--- src/rtl/amradio_safety_pkg.sv ---
// Shared types for the AM radio RF safety path: shutdown FSM state encoding and counter widths.
package amradio_safety_pkg;

    localparam int unsigned STATE_W     = 3;
    localparam int unsigned FAULT_CNT_W = 8;

    typedef enum logic [STATE_W-1:0] {
        ST_RUN       = 3'd0,
        ST_RAMP_DOWN = 3'd1,
        ST_MUTED     = 3'd2,
        ST_HOLDOFF   = 3'd3,
        ST_RAMP_UP   = 3'd4
    } ssd_state_e;

    // RF stays enabled while a carrier is (or may be) present at the modulator.
    function automatic logic rf_active(input ssd_state_e s);
        return (s == ST_RUN) || (s == ST_RAMP_DOWN) || (s == ST_RAMP_UP);
    endfunction

endpackage

--- src/rtl/amp_ramp.sv ---
// Combinational single-step amplitude ramp toward a target, saturating at the target with no wrap.
module amp_ramp #(
    parameter int unsigned AMP_W     = 16,
    parameter int unsigned RAMP_STEP = 256
) (
    input  logic [AMP_W-1:0] cur,
    input  logic [AMP_W-1:0] target,
    input  logic             dir_up,
    output logic [AMP_W-1:0] nxt_c,
    output logic             at_target_c
);

    localparam logic [AMP_W:0]   STEP_X = (AMP_W+1)'(RAMP_STEP);
    localparam logic [AMP_W-1:0] STEP   = AMP_W'(RAMP_STEP);

    logic [AMP_W-1:0] gap;

    // Snap onto the target when within one step, or when already past it in the ramp direction.
    always_comb begin
        nxt_c = target;
        gap   = '0;
        if (dir_up) begin
            if (cur < target) begin
                gap = target - cur;
                if ({1'b0, gap} > STEP_X) nxt_c = cur + STEP;
            end
        end else begin
            if (cur > target) begin
                gap = cur - target;
                if ({1'b0, gap} > STEP_X) nxt_c = cur - STEP;
            end
        end
    end

    assign at_target_c = (nxt_c == target);

endmodule

--- src/rtl/safe_shutdown_ctrl.sv ---
// RF safe-shutdown controller: ramps the carrier down on watchdog faults, mutes, holds off, ramps back up.
// Define AUTO_RECOVER_EN to leave HOLDOFF without waiting for clear_fault.
module safe_shutdown_ctrl
    import amradio_safety_pkg::*;
#(
    parameter int unsigned AMP_W          = 16,
    parameter int unsigned RAMP_STEP      = 256,
    parameter int unsigned HOLDOFF_CYCLES = 1024
) (
    input  logic                   clk,
    input  logic                   rstn,
    input  logic                   force_reset,
    input  logic                   warning,
    input  logic                   clear_fault,
    input  logic [AMP_W-1:0]       amp_in,
    output logic [AMP_W-1:0]       amp_out,
    output logic                   rf_enable,
    output logic                   fault_latched,
    output logic [FAULT_CNT_W-1:0] fault_count,
    output logic [STATE_W-1:0]     state
);

    localparam int unsigned HOLD_W = (HOLDOFF_CYCLES > 1) ? $clog2(HOLDOFF_CYCLES) : 1;
    localparam logic [HOLD_W-1:0]      HOLD_RELOAD = HOLD_W'(HOLDOFF_CYCLES - 1);
    localparam logic [FAULT_CNT_W-1:0] CNT_MAX     = {FAULT_CNT_W{1'b1}};

    ssd_state_e             state_q, state_d;
    logic [AMP_W-1:0]       amp_d;
    logic                   rf_d;
    logic                   lat_d;
    logic [FAULT_CNT_W-1:0] cnt_d;
    logic [HOLD_W-1:0]      hold_q, hold_d;
    logic                   fault_set;
    logic                   fault_clr;
    logic                   recover_ok;
    logic                   ramp_up_sel;
    logic [AMP_W-1:0]       ramp_target;
    logic [AMP_W-1:0]       ramp_nxt_c;
    logic                   ramp_done_c;

    assign state = state_q;

    // Ramp down always aims at zero; ramp up tracks the live amp_in request.
    assign ramp_up_sel = (state_q == ST_RAMP_UP);
    assign ramp_target = ramp_up_sel ? amp_in : '0;

    amp_ramp #(
        .AMP_W     (AMP_W),
        .RAMP_STEP (RAMP_STEP)
    ) u_amp_ramp (
        .cur         (amp_out),
        .target      (ramp_target),
        .dir_up      (ramp_up_sel),
        .nxt_c       (ramp_nxt_c),
        .at_target_c (ramp_done_c)
    );

`ifdef AUTO_RECOVER_EN
    assign recover_ok = (hold_q == '0);
`else
    assign recover_ok = (hold_q == '0) && !fault_latched;
`endif

    // Next-state, next-amplitude and fault bookkeeping.
    always_comb begin
        state_d   = state_q;
        amp_d     = amp_out;
        hold_d    = hold_q;
        fault_set = 1'b0;
        fault_clr = 1'b0;

        unique case (state_q)
            ST_RUN: begin
                if (force_reset) begin
                    state_d   = ST_RAMP_DOWN;
                    fault_set = 1'b1;
                end else begin
                    amp_d = warning ? (amp_in >> 1) : amp_in;
                end
            end
            ST_RAMP_DOWN: begin
                amp_d = ramp_nxt_c;
                if (ramp_done_c) state_d = ST_MUTED;
            end
            ST_MUTED: begin
                amp_d = '0;
                if (!force_reset) begin
                    state_d = ST_HOLDOFF;
                    hold_d  = HOLD_RELOAD;
                end
            end
            ST_HOLDOFF: begin
                amp_d = '0;
                if (force_reset) begin
                    state_d = ST_MUTED;
                end else if (hold_q != '0) begin
                    hold_d = hold_q - HOLD_W'(1);
                end else if (recover_ok) begin
                    state_d = ST_RAMP_UP;
                end
            end
            ST_RAMP_UP: begin
                if (force_reset) begin
                    state_d   = ST_RAMP_DOWN;
                    fault_set = 1'b1;
                end else begin
                    amp_d = ramp_nxt_c;
                    if (ramp_done_c) state_d = ST_RUN;
                end
            end
            default: begin
                state_d = ST_RAMP_UP;
                amp_d   = '0;
                hold_d  = '0;
            end
        endcase

        // force_reset always wins over a same-cycle acknowledge.
        fault_clr = clear_fault && !force_reset &&
                    ((state_q == ST_RUN) || (state_q == ST_RAMP_UP) || (state_q == ST_HOLDOFF));
        lat_d     = fault_set || (fault_latched && !fault_clr);
        cnt_d     = (fault_set && (fault_count != CNT_MAX)) ? fault_count + FAULT_CNT_W'(1) : fault_count;
        rf_d      = rf_active(state_d);
    end

    // State and registered outputs.
    always_ff @(posedge clk or negedge rstn) begin
        if (!rstn) begin
            state_q       <= ST_RAMP_UP;
            amp_out       <= '0;
            rf_enable     <= 1'b0;
            fault_latched <= 1'b0;
            fault_count   <= '0;
            hold_q        <= '0;
        end else begin
            state_q       <= state_d;
            amp_out       <= amp_d;
            rf_enable     <= rf_d;
            fault_latched <= lat_d;
            fault_count   <= cnt_d;
            hold_q        <= hold_d;
        end
    end

endmodule

--- config.mk ---
export PLATFORM = sky130hd
export DESIGN_NAME = safe_shutdown_ctrl
export DESIGN_NICKNAME = d
export VERILOG_FILES = /design/src/rtl/amradio_safety_pkg.sv /design/src/rtl/amp_ramp.sv /design/src/rtl/safe_shutdown_ctrl.sv
export SDC_FILE = /design/constraint.sdc
export NUM_CORES = 1
export LEC_CHECK = 0
export ABC_AREA = 1
export BUFFER_PORTS_ARGS = -buffer_cell sky130_fd_sc_hd__buf_2
export CORE_MARGIN = 3
export CORE_UTILIZATION = 30
export CTS_BUF_LIST = sky130_fd_sc_hd__clkbuf_2
export DETAILED_ROUTE_END_ITERATION = 8
export GPL_TIMING_DRIVEN = 1
export PLACE_DENSITY_LB_ADDON = 0.08
export SLEW_MARGIN = 40
export SYNTH_ARGS = -nofsm -noshare
export SYNTH_HDL_FRONTEND = slang
export SYNTH_SLANG_ARGS = --single-unit
--- constraint.sdc ---
create_clock -name clk -period 9.12 [get_ports clk]
set_clock_uncertainty 0.2 [all_clocks]
set_input_delay 0.912 -clock clk [delete_from_list [all_inputs] [get_ports clk]]
set_output_delay 0.912 -clock clk [all_outputs]
set_load 0.02 [all_outputs]
# After elaboration in Yosys (flattened, before gate mapping)

Index checks and enable logic that the tools add are counted.

Add/sub/neg operators: 6
Magnitude comparators: 4
Equality and inequality tests: 13
Muxes and demuxes: 25
Bitwise gates (word level): 1
Reductions and logical operators: 21

Operators with widths:

| cell                    | count |
|---|---|
| $mux W16                | 9 |
| $pmux W16 S3            | 1 |
| $gt A16 B9 Y1 const B   | 2 |
| $sub A16 B16 Y16        | 2 |
| $mux W10                | 3 |
| $pmux W10 S3            | 1 |
| $mux W3                 | 8 |
| $add A16 B9 Y16 const B | 1 |
| $eq A16 B16 Y1          | 1 |
| $gt A16 B16 Y1          | 1 |
| $lt A16 B16 Y1          | 1 |
| $sub A16 B9 Y16 const B | 1 |
| $pmux W3 S5             | 1 |
| $logic_not A10 Y1       | 1 |
| $ne A2 B2 Y1 const B    | 5 |
| $reduce_bool A10 Y1     | 1 |
| $sub A10 B1 Y10 const B | 1 |
| $add A8 B1 Y8 const B   | 1 |
| $ne A8 B8 Y1 const B    | 1 |
| $eq A3 B1 Y1 const B    | 2 |
| $eq A3 B2 Y1 const B    | 2 |
| $eq A3 B3 Y1 const B    | 2 |
| $logic_not A3 Y1        | 2 |
| $logic_and A1 B1 Y1     | 5 |
| other kinds (8)         | 15 |

Bits in registers: 39
Input bits: 21
Output and inout bits: 29
Logic and storage cells: 76

# Logic depth before layout (Yosys ltp)

Word-level depth: 14
Mapped depth: 34
Gate-level depth less buffers: 34

# Modules after synthesis

A second synthesis with hierarchy kept.

Cells, all modules: 1025
Area, all modules: 5709.2 µm²

By module, submodules not included:

| module             | instances | cells each | area an instance (µm²) | sequential area each (µm²) |
|---|---|---|---|---|
| amp_ramp           | 1         | 678        | 3295.7                 | 0.0 |
| safe_shutdown_ctrl | 1         | 347        | 2413.6                 | 977.2 |

# Least setup slack after synthesis

No wires, ideal clock.

Path kind: flip-flop to flip-flop
Start point: reg state_q[2] (netlist: state[2])
End point: reg state_q[0] (netlist: state[0])
Setup time: 0.138 ns
Arrival time: 3.769 ns
Required time: 8.782 ns
Slack: 5.013 ns
Cell stages (with the launch flop): 30
Buffers on the path: 2
Period minus slack after synthesis: 4.107 ns
Cells stage by stage: dfstp_2 > inv_1 > nor2_2 > clkinv_1 > clkbuf_1 > nor2_1 > inv_1 > ha_1 > nand2_1 > nor2_2 > inv_2 > nor3_4 > a21oi_1 > nand3_1 > nand2_1 > nor2_1 > nand2_1 > nor2_2 > nand2_4 > nand2_4 > buf_6 > nand2_1 > nand3_1 > nand3_1 > nand2_1 > nand3_1 > nor2_1 > nand2_1 > nand2_1 > nand3_1

Cells in the longest elaborated chain, start to end: 11
Elaborated cells on any way between the ends: 22
Classes of those cells: add/sub (2); order compare (4); eq/ne (5); mux (10); reduce/logical (1)

Ends and longest elaborated chain:

| what                                | RTL line                                           | source |
|---|---|---|
| start, declared                     | safe_shutdown_ctrl.sv:27                           | `ssd_state_e state_q, state_d;` |
| start signal, assigned              | safe_shutdown_ctrl.sv:136                          | `state_q <= state_d;` |
| $eq A3 B3 Y1                        | safe_shutdown_ctrl.sv:44, safe_shutdown_ctrl.sv:72 |  |
| $mux W16                            | safe_shutdown_ctrl.sv:45                           | `assign ramp_target = ramp_up_sel ? amp_in : '0;` |
| $sub A16 B16 Y16 (on tied branches) | amp_ramp.sv:29, amp_ramp.sv:24                     |  |
| $gt A16 B9 Y1 (on tied branches)    | amp_ramp.sv:30, amp_ramp.sv:25                     |  |
| $mux W16 (on tied branches)         | amp_ramp.sv:30, amp_ramp.sv:25                     |  |
| $mux W16 (on tied branches)         | amp_ramp.sv:28, amp_ramp.sv:23                     |  |
| $mux W16                            | amp_ramp.sv:22                                     | `if (dir_up) begin` |
| $eq A16 B16 Y1                      | amp_ramp.sv:35                                     | `assign at_target_c = (nxt_c == target);` |
| $mux W3                             | safe_shutdown_ctrl.sv:108                          | `if (ramp_done_c) state_d = ST_RUN;` |
| $mux W3                             | safe_shutdown_ctrl.sv:103                          | `if (force_reset) begin` |
| $pmux W3 S5 (*)                     | safe_shutdown_ctrl.sv:72                           | `unique case (state_q)` |
| named net state_d[0]                | safe_shutdown_ctrl.sv:27                           |  |

The timed path passes the listed nets; every way through them passes the cells marked *.
A chain may end at the register's enable or synchronous reset.

# Worst setup path after layout

Same ends and word-level chain as after synthesis.

==> impl_metrics.ini <==
[status]
status = finished, final reports clean

[pwr]
p_int_w = 0.000802
sw_frac_of_total_pct = 61.9
total_power_w = 0.00210
p_per_area_nw_per_um2 = 375
leakagePower_nw = 3.07
pwr-share-seq_pct = 17.4
ir_drop_v = 0.000154
combPwrFrac_pct = 78.6
p_switching_w = 0.00130
pwr-share-clk_pct = 4.1

[worst_setup_path]
worstPathMaxFanout = 21
cpMostUsedCell = nand2_1
start_kind = register
regToRegSetupSlack_ns = 3.37
r2r-end = state[0]
required_ns = 9.21
worstSetupPathType = reg -> reg
reg2reg_from = state[2]
rr_worst_depth = 28
cp_data_arrival_time_ns = 5.84
cp-end-kind = register
cp_slowest_cell = dfstp_2
cpPeakStageDelay_ns = 0.81

[die]
io_pins = 50
fp-row-count = 47
die_y_um = 136
die_area_um2 = 18600
dieWidth_um = 136
start_util_pct = 30.7
coreArea_um2 = 16600

[finish]
area_growth_pct = 9.92
utilization_pct = 33.7
multi_input_area_um2 = 3560
layout_common_cells = nand2_1 (280), inv_1 (124), nor2_1 (95)
layout.nets = 961
seq_area_um2 = 977
design_area_um2 = 5620
final_common_cell = nand2_1
layout.cells.non_filler = 1133
drive_gt1_share_pct = 11.1
nFillCells = 1923

[clock_tree]
cts.hold.buffers_added = 0
root_buffer = clkbuf_2
clk_pin_slew_ns = 0.23
cts.sinks = 39
cts_buffer_depth = 2
worstSkewPairLatency_ns = 0.42
cts_tree = built
htreeDepth = 2
cts_resized = 0
cts_made_buffers = 5
cts_setup_buffers = 0

[logic_synthesis]
synth_edf_count = 0
synthArstFlopShare_pct = 100
yosys_warnings = 0
netlist_area_um2 = 5110
synth_ff_type = dfrtp_1
synth_compound_area_share_pct = 15.4
synth_top_family_by_area = simple AND/OR/NAND/NOR gates
synth_top_area_share_pct = 20.6
syn-instance-count = 868
syn_nets = 918
yosysSeqAreaShare_pct = 19.1
synth.area.mux_share_pct = 0
syn_area_per_cell_um2 = 5.89
synth_xor_area_share_pct = 3.09
synth_fa_ha_area_share_pct = 7.10
synthSimpleGateAreaFrac_pct = 44.1
synth_cell_type_count = 48
synth_area_leaders = nand2_1 (21%), dfrtp_1 (19%), inv_1 (9.2%)
yosysTopAreaCell = nand2_1
ys_ff_latch = 39

[grt]
grt_first_pass_wirelength_um = 28800
grt_use_total_pct = 19.5
grt_start_max_net_pins = 40
grt_pass1_vias = 5428
grt-ovfl-total = 0
grt_antenna_before_repair = 1

[worst_hold_path]
hp-class = in -> async

[route]
ant_nets = 0
drcViolationCount = 0
viasPerCell = 4.98
drt-pass1-iter-count = 5
wire_per_inst_um = 15.8
routed_wl_um = 17900
drtIter0Drc = 367
routed-via-count = 5638

[timing]
fin_setup_tns_ns = 0
relSlewSlack_pct = 50.6
tightest_slew_ns = 0.738
min_period_ns = 5.75
final_max_slew_viol_count = 0
timing.final.hold_violations = 0
fin_crit_sh_pct = 63.1
fmax_ghz = 0.174
rsz0062_at_grt = false
final-setup-viol-count = 0

[placed_design]
gp_congestion = 0.841
dp_cells = 1124
port_buffers = 49
place_area_um2 = 5570
place_hpwl_um = 14500

[job]
maxCapViolCount = 0
-- sequential cells by signal (all words and copies together) (netlist names) --
name	count
hold_q	10
amp_out	16
state	3
fault_count	8
rf_enable	1
fault_latched	1
-- cells by family after synthesis --
group                    after synthesis
flip-flops                            39
buffers and inverters                146
AND/OR/NAND/NOR                      511
AO/OA/AOI/OAI                        125
adder cells (fa/ha/maj)               29
XOR/XNOR                              18
-- routing by layer --
layer	track usage [%]	part of all wire, %
met1	28.1	50
met2	31.2	45
met3	1.69	3.1
met4	5.15	1.9
met5	0	0
-- cell usage after synthesis (10+ instances only) --
master,instances
a21oi_1,36
inv_1,125
nand3_1,75
ha_1,29
a31oi_1,16
nor3_1,10
nand2_1,280
nor2_1,95
o21ai_0,24
xor2_1,15
o211ai_1,19
nand4_1,17
dfrtp_1,38
clkbuf_1,10
-- critical path: cells and delay by family, from the launching register on --
family                     cells  cell delay (ns)
adders and majority gates      1             0.40
and+or+nand+nor               21             2.56
DFF                            1             0.81
buffers and inverters          3             0.97
AOI/OAI and AO/OA              3             0.66
-- per-stage QoR --
| step | setup WS, ns | hold slack [ns] |
|---|---|---|
| 5_1_grt | 2.87 | 0.228 |
| 3_3_place_gp | 3.41 | 0.303 |
| 3_5_place_dp | 3.51 | 0.293 |
| 6_report | 3.37 | 0.227 |
| 4_1_cts | 3.47 | 0.212 |
| 2_1_floorplan | 5.01 | 0.287 |
-- how the worst max path moves through the flow --
| stage | startpoint | end | slack (ns) | depth (start not counted) |
|---|---|---|---|---|
| finish | state[2] | state[0] | 3.37 | 28 |
| global route | state[2] | state[0] | 2.87 | 30 |
| CTS | state[2] | state[0] | 3.47 | 28 |
| detailed placement | state[2] | state[0] | 3.51 | 30 |
| global placement | state[2] | state[0] | 3.41 | 30 |
| floorplan | state[2] | state[0] | 5.01 | 29 |
-- area by class of cell --
class                      count  share of cell area, %
timing repair buffer          52                   4.81
sequential                    39                   17.4
inverter                     130                   8.69
clock inverter                 2                  0.223
tap                          220                   4.90
antenna                        1                 0.0446
multi-input combinational    683                   63.4
clock buffer                   6                  0.535
-- power groups by stage --
stage	logic [W]	registers [W]	clock network, W
5_1_grt	0.00187	0.000383	0.0000985
6_report	0.00165	0.000366	0.0000855
4_1_cts	0.00165	0.000367	0.0000933
3_3_place_gp	0.00167	0.000373	0
2_1_floorplan	0.00117	0.000397	0
3_5_place_dp	0.00165	0.000369	0
No activity file was read; power rests on OpenSTA's default activity.
